[config.mk]
export PLATFORM = sky130hd
export DESIGN_NAME = keypad_scanner
export DESIGN_NICKNAME = d
export VERILOG_FILES = /design/src/rtl/keypad_pkg.sv /design/src/rtl/keypad_col_ring.sv /design/src/rtl/keypad_scanner.sv
export SDC_FILE = /design/constraint.sdc
export NUM_CORES = 1
export LEC_CHECK = 0
export ABC_CLOCK_PERIOD_IN_PS = 2700
export BUFFER_PORTS_ARGS = -buffer_cell sky130_fd_sc_hd__buf_2
export CAP_MARGIN = 20
export CELL_PAD_IN_SITES_DETAIL_PLACEMENT = 0
export CELL_PAD_IN_SITES_GLOBAL_PLACEMENT = 1
export CORE_MARGIN = 10
export CORE_UTILIZATION = 39
export DETAILED_ROUTE_END_ITERATION = 6
export PLACE_DENSITY_LB_ADDON = 0.2
export SYNTH_ARGS = -nofsm -noshare
export SYNTH_HDL_FRONTEND = slang
export SYNTH_SLANG_ARGS = --single-unit
export TNS_END_PERCENT = 100
[constraint.sdc]
create_clock -name clk -period 2.7 [get_ports clk]
set_input_delay 0.405 -clock clk [delete_from_list [all_inputs] [get_ports clk]]
set_output_delay 0.405 -clock clk [all_outputs]
set_load 0.02 [all_outputs]
[src/rtl/keypad_pkg.sv]
// Shared types and helpers for the matrix-keypad scanner.
// Optional feature macro used by the scanner: KEYPAD_REPEAT_EN (auto-repeat).
package keypad_pkg;

  // Scanner FSM states
  typedef enum logic [1:0] {
    ST_SCAN     = 2'd0,
    ST_DEBOUNCE = 2'd1,
    ST_HOLD     = 2'd2,
    ST_RELEASE  = 2'd3
  } kp_state_t;

  // Default geometry and timing
  localparam int DEFAULT_ROWS     = 4;
  localparam int DEFAULT_COLS     = 4;
  localparam int DEFAULT_SCAN_DIV = 1000;
  localparam int DEFAULT_DEBOUNCE = 3;

  // Index width for n items, never narrower than one bit
  function automatic int idx_width(input int n);
    return (n <= 2) ? 1 : $clog2(n);
  endfunction

  // Width of the row-major key code
  function automatic int key_width(input int rows, input int cols);
    return idx_width(rows * cols);
  endfunction

endpackage

[src/rtl/keypad_col_ring.sv]
// One-hot column strobe rotator. Loads column 0 on the first cycle after
// clear is released, then rotates one position per advance pulse.
module keypad_col_ring #(
  parameter int COLS = 4
) (
  input  logic            clk,
  input  logic            reset,
  input  logic            clear,
  input  logic            advance,
  output logic [COLS-1:0] columnas
);

  logic [COLS-1:0] ring_reg;
  logic [COLS-1:0] rotated;

  // Rotate left by one with wrap from the top column back to column 0
  for (genvar gi = 0; gi < COLS; gi++) begin : g_rot
    assign rotated[gi] = ring_reg[(gi + COLS - 1) % COLS];
  end

  // Strobe register: empty while cleared, seeded with column 0, then rotated
  always_ff @(posedge clk) begin
    if (reset || clear) begin
      ring_reg <= '0;
    end else if (ring_reg == '0) begin
      ring_reg <= COLS'(1);
    end else if (advance) begin
      ring_reg <= rotated;
    end
  end

  assign columnas = ring_reg;

endmodule

[src/rtl/keypad_scanner.sv]
// Matrix keypad scanner: column strobing, row synchroniser, debounce FSM,
// release detection, multi-key rejection and a one-entry valid/ready event.
// Optional auto-repeat while a key is held: define KEYPAD_REPEAT_EN.
module keypad_scanner
  import keypad_pkg::*;
#(
  parameter int ROWS         = DEFAULT_ROWS,
  parameter int COLS         = DEFAULT_COLS,
  parameter int SCAN_DIV     = DEFAULT_SCAN_DIV,
  parameter int DEBOUNCE     = DEFAULT_DEBOUNCE,
  parameter int REPEAT_DELAY = 50,
  parameter int REPEAT_RATE  = 10
) (
  input  logic                                clk,
  input  logic                                reset,
  input  logic                                enable,
  input  logic [ROWS-1:0]                     filas,
  output logic [COLS-1:0]                     columnas,
  output logic                                key_valid,
  input  logic                                key_ready,
  output logic [key_width(ROWS, COLS)-1:0]    key_code,
  output logic                                key_pressed,
  output logic                                multi_key,
  output logic                                overflow
);

  localparam int KW   = key_width(ROWS, COLS);
  localparam int RW   = idx_width(ROWS);
  localparam int CW   = idx_width(COLS);
  localparam int DW   = $clog2(SCAN_DIV);
  localparam int NW   = $clog2(ROWS + 1);
  localparam int CNTW = $clog2(DEBOUNCE + 1);

  // Elaboration-time parameter sanity checks
  if (ROWS < 2 || ROWS > 8 || COLS < 2 || COLS > 8) begin : g_bad_geom
    $error("keypad_scanner: ROWS and COLS must be in 2..8");
  end
  if (SCAN_DIV < 4 || DEBOUNCE < 1) begin : g_bad_timing
    $error("keypad_scanner: SCAN_DIV must be >= 4 and DEBOUNCE >= 1");
  end
  if (REPEAT_DELAY < 1 || REPEAT_RATE < 1) begin : g_bad_repeat
    $error("keypad_scanner: repeat intervals must be >= 1");
  end

  logic [ROWS-1:0] sync1_reg, sync2_reg;
  logic [DW-1:0]   dwell_reg;
  kp_state_t       state_reg, state_next;
  logic [CW-1:0]   col_idx_reg, col_next;
  logic [RW-1:0]   cand_row_reg, cand_next;
  logic [CNTW-1:0] cnt_reg, cnt_next;
  logic            key_pressed_reg, pressed_next;
  logic            multi_key_reg, multi_next;
  logic            key_valid_reg, overflow_reg;
  logic [KW-1:0]   key_code_reg;

  logic            active, tick, advance, emit, confirm, release_key;
  logic [NW-1:0]   row_count;
  logic [RW-1:0]   row_idx, emit_row;
  logic            one_row, row_bit;
  logic [KW-1:0]   emit_code;

`ifdef KEYPAD_REPEAT_EN
  localparam int RMAX = (REPEAT_DELAY > REPEAT_RATE) ? REPEAT_DELAY : REPEAT_RATE;
  localparam int RPW  = $clog2(RMAX + 1);
  logic [RPW-1:0] rep_cnt_reg, rep_cnt_next;
  logic           rep_armed_reg, rep_armed_next;
  int             rep_limit;
`endif

  keypad_col_ring #(.COLS(COLS)) u_ring (
    .clk      (clk),
    .reset    (reset),
    .clear    (!enable),
    .advance  (advance),
    .columnas (columnas)
  );

  // Scanning is live only once a column is actually being strobed
  assign active = enable && (columnas != '0);
  assign tick   = active && (dwell_reg == DW'(SCAN_DIV - 1));

  // Two-flop synchroniser for the asynchronous row inputs
  always_ff @(posedge clk) begin
    if (reset) begin
      sync1_reg <= '0;
      sync2_reg <= '0;
    end else begin
      sync1_reg <= filas;
      sync2_reg <= sync1_reg;
    end
  end

  // Dwell counter: counts the cycles the current column has been driven
  always_ff @(posedge clk) begin
    if (reset || !active || tick) begin
      dwell_reg <= '0;
    end else begin
      dwell_reg <= dwell_reg + DW'(1);
    end
  end

  // Row population count and encoder (highest set row wins; only used when one is set)
  always_comb begin
    row_count = '0;
    row_idx   = '0;
    for (int i = 0; i < ROWS; i++) begin
      if (sync2_reg[i]) begin
        row_count = row_count + NW'(1);
        row_idx   = RW'(i);
      end
    end
  end

  assign one_row   = (row_count == NW'(1));
  assign row_bit   = sync2_reg[cand_row_reg];
  assign emit_code = KW'(emit_row) * KW'(COLS) + KW'(col_idx_reg);

  // Next-state logic: evaluated once per dwell sample, forced home when disabled
  always_comb begin
    state_next   = state_reg;
    col_next     = col_idx_reg;
    cand_next    = cand_row_reg;
    cnt_next     = cnt_reg;
    pressed_next = key_pressed_reg;
    multi_next   = multi_key_reg;
    advance      = 1'b0;
    emit         = 1'b0;
    confirm      = 1'b0;
    release_key  = 1'b0;
    emit_row     = cand_row_reg;
`ifdef KEYPAD_REPEAT_EN
    rep_cnt_next   = rep_cnt_reg;
    rep_armed_next = rep_armed_reg;
    rep_limit      = rep_armed_reg ? REPEAT_RATE : REPEAT_DELAY;
`endif
    if (!enable) begin
      state_next   = ST_SCAN;
      col_next     = '0;
      cnt_next     = '0;
      pressed_next = 1'b0;
`ifdef KEYPAD_REPEAT_EN
      rep_cnt_next   = '0;
      rep_armed_next = 1'b0;
`endif
    end else if (tick) begin
      multi_next = (row_count > NW'(1));
      unique case (state_reg)
        ST_SCAN: begin
          if (one_row) begin
            cand_next = row_idx;
            emit_row  = row_idx;
            if (DEBOUNCE == 1) begin
              confirm = 1'b1;
            end else begin
              cnt_next   = CNTW'(1);
              state_next = ST_DEBOUNCE;
            end
          end else begin
            advance = 1'b1;
          end
        end
        ST_DEBOUNCE: begin
          if (one_row && (row_idx == cand_row_reg)) begin
            if (cnt_reg == CNTW'(DEBOUNCE - 1)) begin
              confirm = 1'b1;
            end else begin
              cnt_next = cnt_reg + CNTW'(1);
            end
          end else begin
            state_next = ST_SCAN;
            cnt_next   = '0;
            advance    = 1'b1;
          end
        end
        ST_HOLD: begin
          if (!row_bit) begin
            if (DEBOUNCE == 1) begin
              release_key = 1'b1;
            end else begin
              state_next = ST_RELEASE;
              cnt_next   = CNTW'(1);
            end
`ifdef KEYPAD_REPEAT_EN
            rep_cnt_next = '0;
`endif
          end else begin
`ifdef KEYPAD_REPEAT_EN
            if (rep_cnt_reg == RPW'(rep_limit - 1)) begin
              emit           = 1'b1;
              rep_cnt_next   = '0;
              rep_armed_next = 1'b1;
            end else begin
              rep_cnt_next = rep_cnt_reg + RPW'(1);
            end
`endif
          end
        end
        ST_RELEASE: begin
          if (!row_bit) begin
            if (cnt_reg >= CNTW'(DEBOUNCE - 1)) begin
              release_key = 1'b1;
            end else begin
              cnt_next = cnt_reg + CNTW'(1);
            end
          end else begin
            state_next = ST_HOLD;
            cnt_next   = '0;
          end
        end
        default: state_next = ST_SCAN;
      endcase

      if (confirm) begin
        emit         = 1'b1;
        pressed_next = 1'b1;
        state_next   = ST_HOLD;
        cnt_next     = '0;
`ifdef KEYPAD_REPEAT_EN
        rep_cnt_next   = '0;
        rep_armed_next = 1'b0;
`endif
      end
      if (release_key) begin
        pressed_next = 1'b0;
        state_next   = ST_SCAN;
        cnt_next     = '0;
        advance      = 1'b1;
      end
      if (advance) begin
        col_next = (col_idx_reg == CW'(COLS - 1)) ? '0 : col_idx_reg + CW'(1);
      end
    end
  end

  // FSM state, column index, candidate and debounce counters
  always_ff @(posedge clk) begin
    if (reset) begin
      state_reg       <= ST_SCAN;
      col_idx_reg     <= '0;
      cand_row_reg    <= '0;
      cnt_reg         <= '0;
      key_pressed_reg <= 1'b0;
      multi_key_reg   <= 1'b0;
`ifdef KEYPAD_REPEAT_EN
      rep_cnt_reg     <= '0;
      rep_armed_reg   <= 1'b0;
`endif
    end else begin
      state_reg       <= state_next;
      col_idx_reg     <= col_next;
      cand_row_reg    <= cand_next;
      cnt_reg         <= cnt_next;
      key_pressed_reg <= pressed_next;
      multi_key_reg   <= multi_next;
`ifdef KEYPAD_REPEAT_EN
      rep_cnt_reg     <= rep_cnt_next;
      rep_armed_reg   <= rep_armed_next;
`endif
    end
  end

  // One-entry event register; a new event while full and not draining is dropped
  always_ff @(posedge clk) begin
    if (reset) begin
      key_valid_reg <= 1'b0;
      key_code_reg  <= '0;
      overflow_reg  <= 1'b0;
    end else if (emit) begin
      if (key_valid_reg && !key_ready) begin
        overflow_reg <= 1'b1;
      end else begin
        key_valid_reg <= 1'b1;
        key_code_reg  <= emit_code;
      end
    end else if (key_valid_reg && key_ready) begin
      key_valid_reg <= 1'b0;
    end
  end

  assign key_valid   = key_valid_reg;
  assign key_code    = key_code_reg;
  assign key_pressed = key_pressed_reg;
  assign multi_key   = multi_key_reg;
  assign overflow    = overflow_reg;

endmodule
==> results of run 1 <==
[layout by cell type (no fill, tap or decap), types with 2 or more instances in the layout]
master | netlist | routed
dfxtp_2 | 0 | 2
xor2_1 | 6 | 4
nand2b_1 | 5 | 5
o22ai_1 | 2 | 2
nand4_1 | 5 | 5
nor4bb_1 | 2 | 2
a21oi_1 | 7 | 6
nor4_1 | 3 | 3
o32ai_1 | 2 | 2
clkbuf_8 | 0 | 6
nor2_2 | 0 | 2
a31oi_1 | 2 | 2
o21a_1 | 2 | 2
or3_1 | 2 | 2
nor4_4 | 1 | 2
mux2i_1 | 3 | 2
xor2_2 | 0 | 2
ha_4 | 0 | 2
nand2_1 | 18 | 18
xnor2_1 | 4 | 4
o21ai_0 | 8 | 8
nor3_1 | 2 | 2
nor2b_1 | 16 | 16
buf_4 | 1 | 8
ha_1 | 6 | 3
o21bai_1 | 2 | 2
buf_2 | 2 | 19
inv_1 | 5 | 5
o21ai_1 | 2 | 2
dfxtp_1 | 38 | 36
nor2_1 | 19 | 17
nand3_1 | 14 | 14
[where the power goes]
group	internal, mW	switching [mW]	total (mW)
logic	0.0441	0.0499	0.0940
registers	0.568	0.00735	0.575
clock network	0.197	0.187	0.384
total	0.809	0.244	1.05
[what timing repair did]
action	4_1_cts	5_1_grt
endpoints found under the setup margin	5	15
gates resized for setup	4	16
buffers inserted	0	5
pin swaps	0	11
hold endpoints to repair	0	0
hold buffers	0	0
[area by class of cell]
cell class              instances  share of cell area [%]
multi-input cells             151                    49.6
flip-flops and latches         38                    34.7
repair buffers                 29                    8.13
clock buffers                   6                    3.75
well taps                      52                    2.96
inverters                       5                   0.853
[per-layer routing]
| layer | GRT usage (%) | vias up |
|---|---|---|
| met5 | 0 | - |
| met4 | 3.91 | 0 |
| met3 | 3.71 | 9 |
| met2 | 16.7 | 24 |
| met1 | 13.0 | 692 |
| li1 | - | 765 |
[critical path, stage by stage (launching register included)]
cell     delay (ns)
dfxtp_1        0.32
buf_4          0.12
ha_2           0.20
nor2_2         0.05
a21oi_2        0.19
ha_4           0.25
and4b_1        0.31
nor4_4         0.06
buf_4          0.18
nor4_4         0.18
buf_4          0.18
mux2i_4        0.21
mux2i_1        0.09
nor2_1         0.10
[cell families (layout without fill, tap and decap cells)]
kind of cell	Yosys count	in the layout	synth area share, %
xor+xnor	10	10	4.86
compound gates	32	32	11.7
mux	5	5	3.54
buf+inv	13	40	3.06
simple gates	98	98	30.4
flops	38	38	42.2
fa+ha+maj	6	6	4.17
[final timing paths]
path,from,to,slack [ns],depth (start not counted)
max,sync2_reg[1],key_code[3],0.20,13
min,filas[0],sync1_reg[0],0.33,2
max reg2reg,sync2_reg[1],key_code[3],0.20,13
min reg2reg,sync1_reg[3],sync2_reg[3],0.43,1
[per-stage QoR]
step / instances / utilization, % / total power [mW] / TNS [ns] / setup WS (ns)
floorplan: 202 / - / 0.636 / 0 / 0.102
global placement: 270 / 44.5 / 0.656 / 0 / 0.0637
detailed placement: 270 / 44.5 / 0.659 / -0.134 / -0.0541
CTS: 276 / 47.1 / 1.05 / -0.0206 / -0.0206
global route: 281 / 49.8 / 1.10 / 0 / 0.0192
finish: 281 / 49.8 / 1.05 / 0 / 0.202
==> results by group, run 1 <==
Outcome
  – Status: completed

CTS
  – Reg clk slew, reported paths: 0.07 ns
  – Root cell of the clock tree: clkbuf_8
  – Htree depth: 2
  – Clock latency on the worst-skew pair: 0.28 ns
  – Inserted Clock Buffers: 5
  – CTS tree: yes
  – Clock Tree Buf Depth: 2
  – Clk sinks: 38

Floorplanning
  – Die height: 88.0 um
  – Initial Util: 40.8%
  – Core area: 0.00441 mm^2
  – Num rows: 24
  – Die Footprint: 0.00774 mm^2
  – I/O pins: 20
  – Die X: 88.0 um

Logic synthesis
  – Sequential fraction of the synthesis area: 42.2%
  – Largest cells by area after synthesis: dfxtp_1, nor2b_1, ha_1
  – Post-synth top area cell: dfxtp_1
  – Mapped cell area: 0.00180 mm^2
  – Synthesis-stage register bit count: 38
  – Synth Instances: 202
  – Syn_nets: 216
  – Share of async-settable or async-resettable flops after synthesis: 0%
  – Top_reg_cell synth: dfxtp_1
  – Commonest cells in the synthesized netlist: dfxtp_1, nor2_1, nand2_1, nor2b_1, nand3_1
  – Number of synthesized flops with an enable pin: 0
  – Synth cell types: 45
  – Most common cell in the synthesized netlist: dfxtp_1
  – Synth top area share: 42.2%
  – Yosys warns: 0
  – Post-Syn Area per Cell: 8.92 um^2

Worst setup path
  – Crit Path Category: register to register
  – Crit end category: register
  – CP arrival: 2.72 ns
  – Startpoint Class: register
  – Critical Path RT: 2.92 ns
  – CP max FO: 3

Drt
  – Initial DRC count: 52
  – Final wirelength: 4.05 mm
  – Via-to-Cell Ratio: 5.30
  – Wl on met1: 1.95 mm
  – Drt wl/cell: 14.4 um
  – Post-DRT Antenna Nets: 0
  – Drt first pass iters: 4
  – DR WL met2: 1.84 mm
  – Routed vias: 1490
  – Met3 wire length: 192 um
  – Max layer used: met4
  – DRC violations left: 0

Finish
  – Cell area after layout: 0.00220 mm^2
  – Register area: 763 um^2
  – Fill cell count: 425
  – Area growth, synth to finish: 22.1%
  – Max FFs per register: 10
  – Ant. Diodes: 0
  – NumNets Final: 244
  – Ratio of cells with drive above 1 in the final layout: 24.0%
  – Multi-input combinational cell area: 0.00109 mm^2

STA
  – Final max-slew violation count: 0
  – Tcrit/Tclk final: 92.5%
  – Final Hold Fails: 0
  – Maximum clock rate: 400 MHz
  – Relative slew slack: 29.5%
  – Final clock skew: 0.00651 ns
  – Crit path time final: 2.50 ns
  – Final setup violation count: 0
  – RSZ-0062 raised after global routing: false
  – Worst-margin pin slew: 1.05 ns
  – Worst hold margin: 0.332 ns

Global route
  – First-pass GRT wire length: 6.67 mm
  – Number of global-route vias before repair: 1446
  – Initial antenna violation count: 0
  – GRT Total Usage: 10.6%
  – Overflow after GRT: 0
  – Largest net degree at the start of global routing: 20

Power
  – Peak supply drop: 0.000289 V
  – Static leakage: 0.820 nW
  – PwrDens: 479 mW/mm^2

Placement
  – Final Wtd Congestion: 0.809
  – Post-placement cell area: 0.00196 mm^2
  – IO Port Bufs: 19
  – DP HPWL: 2.87 mm

Worst hold path
  – Hold Crit Class: input port to register

Flow run
  – Max Cap Viol: 0
No activity file was read; power rests on OpenSTA's default activity.
==> run 2: changes to the inputs <==
--- a/config.mk
+++ b/config.mk
@@ -10,6 +10,7 @@
 export CAP_MARGIN = 20
 export CELL_PAD_IN_SITES_DETAIL_PLACEMENT = 0
 export CELL_PAD_IN_SITES_GLOBAL_PLACEMENT = 1
+export CORE_ASPECT_RATIO = 1.5
 export CORE_MARGIN = 10
 export CORE_UTILIZATION = 39
 export DETAILED_ROUTE_END_ITERATION = 6
==> results by group, run 2 (synthesized netlist as in run 1, its figures left out) <==
Worst setup path
  – CP arrival: 2.81 ns (+0.09 ns)
  – Crit-path cells: inv_2 > ha_4 > xor2_1 > ha_1 > and4b_1 > nor4_4 > or2_4 > a221oi_4 > nand2_1 > o22ai_1
  – Critical Path RT: 2.92 ns (about the same)
  – Startpoint Class: register
  – Critical path depth: 10 (-3)
  – Crit Path Category: register to register
  – CP max FO: 5 (+2)
  – Crit-path slowest cell: a221oi_4
  – Crit end category: register
  – Reg2reg path depth: 10 (-3)
  – Delay-heaviest family, CP: simple AND/OR/NAND/NOR gates
  – CP bufs+invs: 1 (-2)
  – Max incr delay on CP: 0.39 ns (+0.07 ns)

Finish
  – Most frequent cells in the layout: dfxtp_1, buf_2, nor2_1, nand2_1, nor2b_1
  – Max FFs per register: 10 (unchanged)
  – Fill cell count: 454 (+6.8%)
  – Most common cell after layout, fill and taps aside: dfxtp_1
  – NumNets Final: 240 (-1.6%)
  – Ant. Diodes: 0 (unchanged)
  – Ratio of cells with drive above 1 in the final layout: 21.2% (-2.8 points)
  – Final core utilization: 47.2% (-2.6 points)
  – Area growth, synth to finish: 18.1%
  – Cell area after layout: 0.00213 mm^2 (-3.3%)

STA
  – Tcrit/Tclk final: 95.9% (+3.4 points)
  – Relative slew slack: 39.2% (+9.7 points)
  – Final Hold Fails: 0 (unchanged)
  – Crit path time final: 2.59 ns (+0.0910 ns)
  – Worst-margin pin slew: 0.904 ns (-0.144 ns)
  – Final setup violation count: 0 (unchanged)
  – Final max-slew violation count: 0 (unchanged)
  – Maximum clock rate: 386 MHz (-3.5%)
  – Setup_tns: 0 ns (unchanged)
  – Final clock skew: 0.00678 ns (+0.000268 ns)

Power
  – PwrDens: 479 mW/mm^2 (about the same)
  – Peak supply drop: 0.000398 V (+38%)
  – Static leakage: 0.778 nW (-5.2%)

CTS
  – CTS tree: yes
  – Cts hold-fix bufs: 0 (unchanged)
  – Inserted Clock Buffers: 5 (unchanged)
  – Clock Tree Buf Depth: 2 (unchanged)
  – Htree depth: 2 (unchanged)
  – Clk sinks: 38 (unchanged)
  – Clock latency on the worst-skew pair: 0.29 ns (about the same)
  – Reg clk slew, reported paths: 0.07 ns (about the same)
  – Root cell of the clock tree: clkbuf_8

Floorplanning
  – I/O pins: 20 (unchanged)
  – Die Footprint: 0.00779 mm^2 (+0.72%)
  – Die height: 103 um (+17%)
  – Core area: 0.00450 mm^2 (+2.0%)
  – Die X: 75.5 um (-14%)
  – Num rows: 30 (+25%)
  – Initial Util: 40.0% (-0.82 points)

Drt
  – Wl on met1: 1.58 mm (-19%)
  – DR WL met2: 2.21 mm (+21%)
  – Met3 wire length: 118 um (-39%)
  – Via-to-Cell Ratio: 5.47 (+3.1%)
  – Initial DRC count: 73 (+40%)
  – Max layer used: met4
  – Drt wl/cell: 14.5 um (+0.93%)
  – Final wirelength: 3.98 mm (-1.6%)
  – Drt first pass iters: 4 (unchanged)
  – DRC violations left: 0 (unchanged)
  – Routed vias: 1498 (+0.54%)
  – Post-DRT Antenna Nets: 0 (unchanged)

Global route
  – GRT Total Usage: 11.1% (+0.47 points)
  – Largest net degree at the start of global routing: 20 (unchanged)
  – Overflow after GRT: 0 (unchanged)
  – Number of global-route vias before repair: 1454 (+0.55%)
  – First-pass GRT wire length: 6.65 mm (-0.21%)
  – Initial antenna violation count: 0 (unchanged)

Worst hold path
  – Hold Crit Class: input port to register
  – WHS Path Cells: 2 (unchanged)

Placement
  – DP HPWL: 3.02 mm (+5.1%)
  – Post-placement cell area: 0.00194 mm^2 (-1.0%)
  – Final Wtd Congestion: 0.832 (+2.9%)
  – IO Port Bufs: 19 (unchanged)

Flow run
  – Max Cap Viol: 0 (unchanged)

Outcome
  – Status: completed
## run 2: per-layer routing
layer	global-route usage [%]	vias to the layer above
met4	5.02	0
met3	3.44	7
li1	-	760
met5	0	-
met1	11.8	712
met2	19.4	19
## run 2: final cells by class
cell class	instances	area (um^2)	area share [%]
inverters	5	18.8	0.882
repair buffers	25	144	6.76
multi-input cells	151	1060	50.0
clock buffers	7	76.3	3.59
well taps	48	60.1	2.82
flip-flops and latches	38	764	35.9
## run 2: stage by stage
step,worst slack (ns),cells,hold slack (ns),total power [mW]
2_1_floorplan,0.102,202,0.414,0.636
3_3_place_gp,-0.00102,264,0.416,0.653
3_5_place_dp,-0.0795,264,0.420,0.656
4_1_cts,-0.0564,271,0.321,1.02
5_1_grt,-0.0186,274,0.319,1.07
6_report,0.111,274,0.322,1.02
## run 2: where the power goes
part,total (mW),switching (mW),internal (mW)
clock,0.362,0.184,0.178
sequential,0.575,0.00741,0.568
combinational,0.0813,0.0461,0.0352
total,1.02,0.238,0.781
## run 2: worst paths after layout
check | slack, ns | endpoint | start
worst max-delay path | 0.11 | cnt_reg[1] | sync2_reg[0]
worst min-delay path | 0.32 | sync1_reg[0] | filas[0]
worst max register to register | 0.11 | cnt_reg[1] | sync2_reg[0]
worst min register to register | 0.43 | sync2_reg[2] | sync1_reg[2]
## run 2: what timing repair did
item | CTS | global route
gates resized for setup | 1 | 16
setup buffers | 0 | 3
pin swaps | 0 | 9
cloned | 0 | 0
endpoints found under the setup margin | 8 | 18
endpoints found under the hold margin | 0 | 0
==> run 3: changes to the inputs <==
--- a/config.mk
+++ b/config.mk
@@ -11,10 +11,11 @@
 export CELL_PAD_IN_SITES_DETAIL_PLACEMENT = 0
 export CELL_PAD_IN_SITES_GLOBAL_PLACEMENT = 1
 export CORE_ASPECT_RATIO = 1.5
-export CORE_MARGIN = 10
-export CORE_UTILIZATION = 39
+export CORE_UTILIZATION = 41
+export CTS_BUF_LIST = sky130_fd_sc_hd__clkbuf_4
 export DETAILED_ROUTE_END_ITERATION = 6
 export PLACE_DENSITY_LB_ADDON = 0.2
+export REMOVE_ABC_BUFFERS = 1
 export SYNTH_ARGS = -nofsm -noshare
 export SYNTH_HDL_FRONTEND = slang
 export SYNTH_SLANG_ARGS = --single-unit
==> results by group, run 3 (synthesized netlist as in run 1, its figures left out) <==
Outcome
  – Status: completed

Worst setup path
  – Setup crit start: sync2_reg[0]
  – CP dominant cell by count: ha_4
  – CP arrival: 2.90 ns (+0.09 ns)
  – Max incr delay on CP: 0.39 ns (about the same)
  – Delay-heaviest family, CP: compound AO/OA/AOI/OAI gates
  – Reg2reg path depth: 11 (+1)
  – Crit Path Category: register to register
  – Startpoint Class: register
  – Crit-path cells: inv_2 > ha_4 > xor2_4 > ha_4 > buf_6 > nor4b_4 > nor4_4 > or2_4 > a221oi_4 > o21ai_1 > o32ai_1
  – Critical path depth: 11 (+1)
  – Setup slack, reg-to-reg: 0.05 ns (-0.06 ns)
  – Crit end category: register
  – CP bufs+invs: 2 (+1)
  – R2r endpoint: cnt_reg[0]
  – Reg2reg start: sync2_reg[0]
  – Critical Path RT: 2.96 ns (+0.04 ns)
  – CP max FO: 5 (unchanged)
  – Crit-path slowest cell: dfxtp_4

Finish
  – NumNets Final: 245 (+2.1%)
  – Ratio of cells with drive above 1 in the final layout: 25.9% (+4.6 points)
  – Most common cell after layout, fill and taps aside: dfxtp_1
  – Final core utilization: 52.6% (+5.4 points)
  – Ant. Diodes: 0 (unchanged)
  – Area growth, synth to finish: 23.0%
  – Max FFs per register: 10 (unchanged)
  – Most frequent cells in the layout: dfxtp_1, buf_2, nor2_1, nand2_1, nor2b_1
  – Fin cells: 278 (+1.5%)
  – Cell area after layout: 0.00222 mm^2 (+4.2%)

STA
  – Final Hold Fails: 0 (unchanged)
  – Tcrit/Tclk final: 98.0% (+2.1 points)
  – Crit path time final: 2.65 ns (+0.0574 ns)
  – Final clock skew: 0.0101 ns (+0.00333 ns)
  – Setup_tns: 0 ns (unchanged)
  – Worst-margin pin slew: 0.953 ns (+0.0487 ns)
  – Maximum clock rate: 378 MHz (-2.2%)
  – Final max-slew violation count: 0 (unchanged)
  – RSZ-0062 raised after global routing: true
  – Final setup violation count: 0 (unchanged)
  – Relative slew slack: 36.3% (-2.8 points)
  – Worst hold margin: 0.264 ns (-0.0582 ns)
  – Final worst slack: 0.0534 ns (-0.0574 ns)

Global route
  – GRT Total Usage: 18.0% (+6.9 points)
  – Number of global-route vias before repair: 1541 (+6.0%)
  – Largest net degree at the start of global routing: 20 (unchanged)
  – First-pass GRT wire length: 6.82 mm (+2.5%)
  – Overflow after GRT: 0 (unchanged)
  – Initial antenna violation count: 0 (unchanged)

Worst hold path
  – Hold Path Origin: filas[0]
  – WHS Path Cells: 2 (unchanged)
  – Min-Delay Endpoint: sync1_reg[0]
  – Hold Crit Class: input port to register

Drt
  – Drt wl/cell: 14.5 um (-0.42%)
  – Routed vias: 1540 (+2.8%)
  – DRC violations left: 0 (unchanged)
  – Initial DRC count: 60 (-18%)
  – Final wirelength: 4.02 mm (+1.0%)
  – Via-to-Cell Ratio: 5.54 (+1.3%)
  – Post-DRT Antenna Nets: 0 (unchanged)
  – Drt first pass iters: 4 (unchanged)

CTS
  – Inserted Clock Buffers: 5 (unchanged)
  – Clock latency on the worst-skew pair: 0.34 ns (+0.05 ns)
  – Clock Tree Buf Depth: 2 (unchanged)
  – Cts hold-fix bufs: 0 (unchanged)
  – Reg clk slew, reported paths: 0.12 ns (+0.05 ns)
  – Root cell of the clock tree: clkbuf_4
  – CTS tree: yes
  – Htree depth: 2 (unchanged)
  – Clk sinks: 38 (unchanged)

Floorplanning
  – Die Footprint: 0.00467 mm^2 (-40%)
  – Core area: 0.00421 mm^2 (-6.6%)
  – Num rows: 29 (-3.3%)
  – I/O pins: 20 (unchanged)
  – Initial Util: 42.8% (+2.8 points)
  – Die X: 56.1 um (-26%)
  – Die height: 83.2 um (-19%)

Placement
  – Final Wtd Congestion: 0.817 (-1.8%)
  – DP HPWL: 2.90 mm (-3.9%)
  – Post-placement cell area: 0.00196 mm^2 (+1.0%)
  – IO Port Bufs: 19 (unchanged)
  – Pre-CTS WS: -0.107 ns (-0.0274 ns)
  – DP Cell Count: 265 (+0.38%)

Power
  – Clock share of power: 36.1% (+0.6 points)
  – Internal power: 0.807 mW (+3.3%)
  – Part of the power in registers: 54.4% (-2.1 points)
  – Tot Pwr: 1.06 mW (+4.0%)
  – Sw power: 0.253 mW (+6.5%)
  – Logic pwr share: 9.5% (+1.5 points)
  – PwrDens: 478 mW/mm^2 (-0.14%)
  – Peak supply drop: 0.000473 V (+19%)
  – Static leakage: 0.815 nW (+4.8%)
  – Switching share of power: 23.9% (+0.55 points)

Flow run
  – Max Cap Viol: 0 (unchanged)
run 3: cell count changes in the layout (fill, tap and decap cells not counted), sizes merged:
| cell | change |
|---|---|
| buf | +5 |
| clkbuf | -2 |
| bufinv | +1 |
| clkinv | +2 |
run 3: power groups by stage:
stage	Sequential [mW]	Clock, mW	Combinational [mW]
2_1_floorplan	0.587	0	0.0441
3_3_place_gp	0.586	0	0.0686
3_5_place_dp	0.587	0	0.0716
4_1_cts	0.575	0.396	0.0806
5_1_grt	0.578	0.417	0.109
6_report	0.576	0.383	0.100
run 3: worst max-delay path by stage:
| stage | endpoint | slack [ns] |
|---|---|---|
| final | cnt_reg[0] | 0.05 |
| after global routing | cnt_reg[1] | -0.06 |
| after CTS | state_reg[0] | 0.01 |
| after detailed placement | cnt_reg[0] | -0.11 |
| after global placement | state_reg[0] | -0.01 |
| after floorplan | u_ring.columnas[0] | 0.05 |
run 3: timing repair:
item / 4_1_cts / 5_1_grt
setup buffers: 0 / 5
pin swaps: 3 / 11
gates resized for setup: 5 / 22
endpoints found under the setup margin: 10 / 11
gates cloned: 0 / 0
run 3: final cells by class:
type,count,area (um^2)
Clock buffer,5,37.5
Tap cell,46,57.6
Clock inverter,3,40.0
Inverter,5,18.8
Multi-Input combinational cell,151,1110
Timing Repair Buffer,30,185
Sequential cell,38,767
Fill cell,407,1990
run 3: layer usage:
layer	share of wire, %	GRT usage, %
met5	0	0
met4	1.7	7.54
met3	2.3	3.58
met2	53	31.6
met1	43	20.8
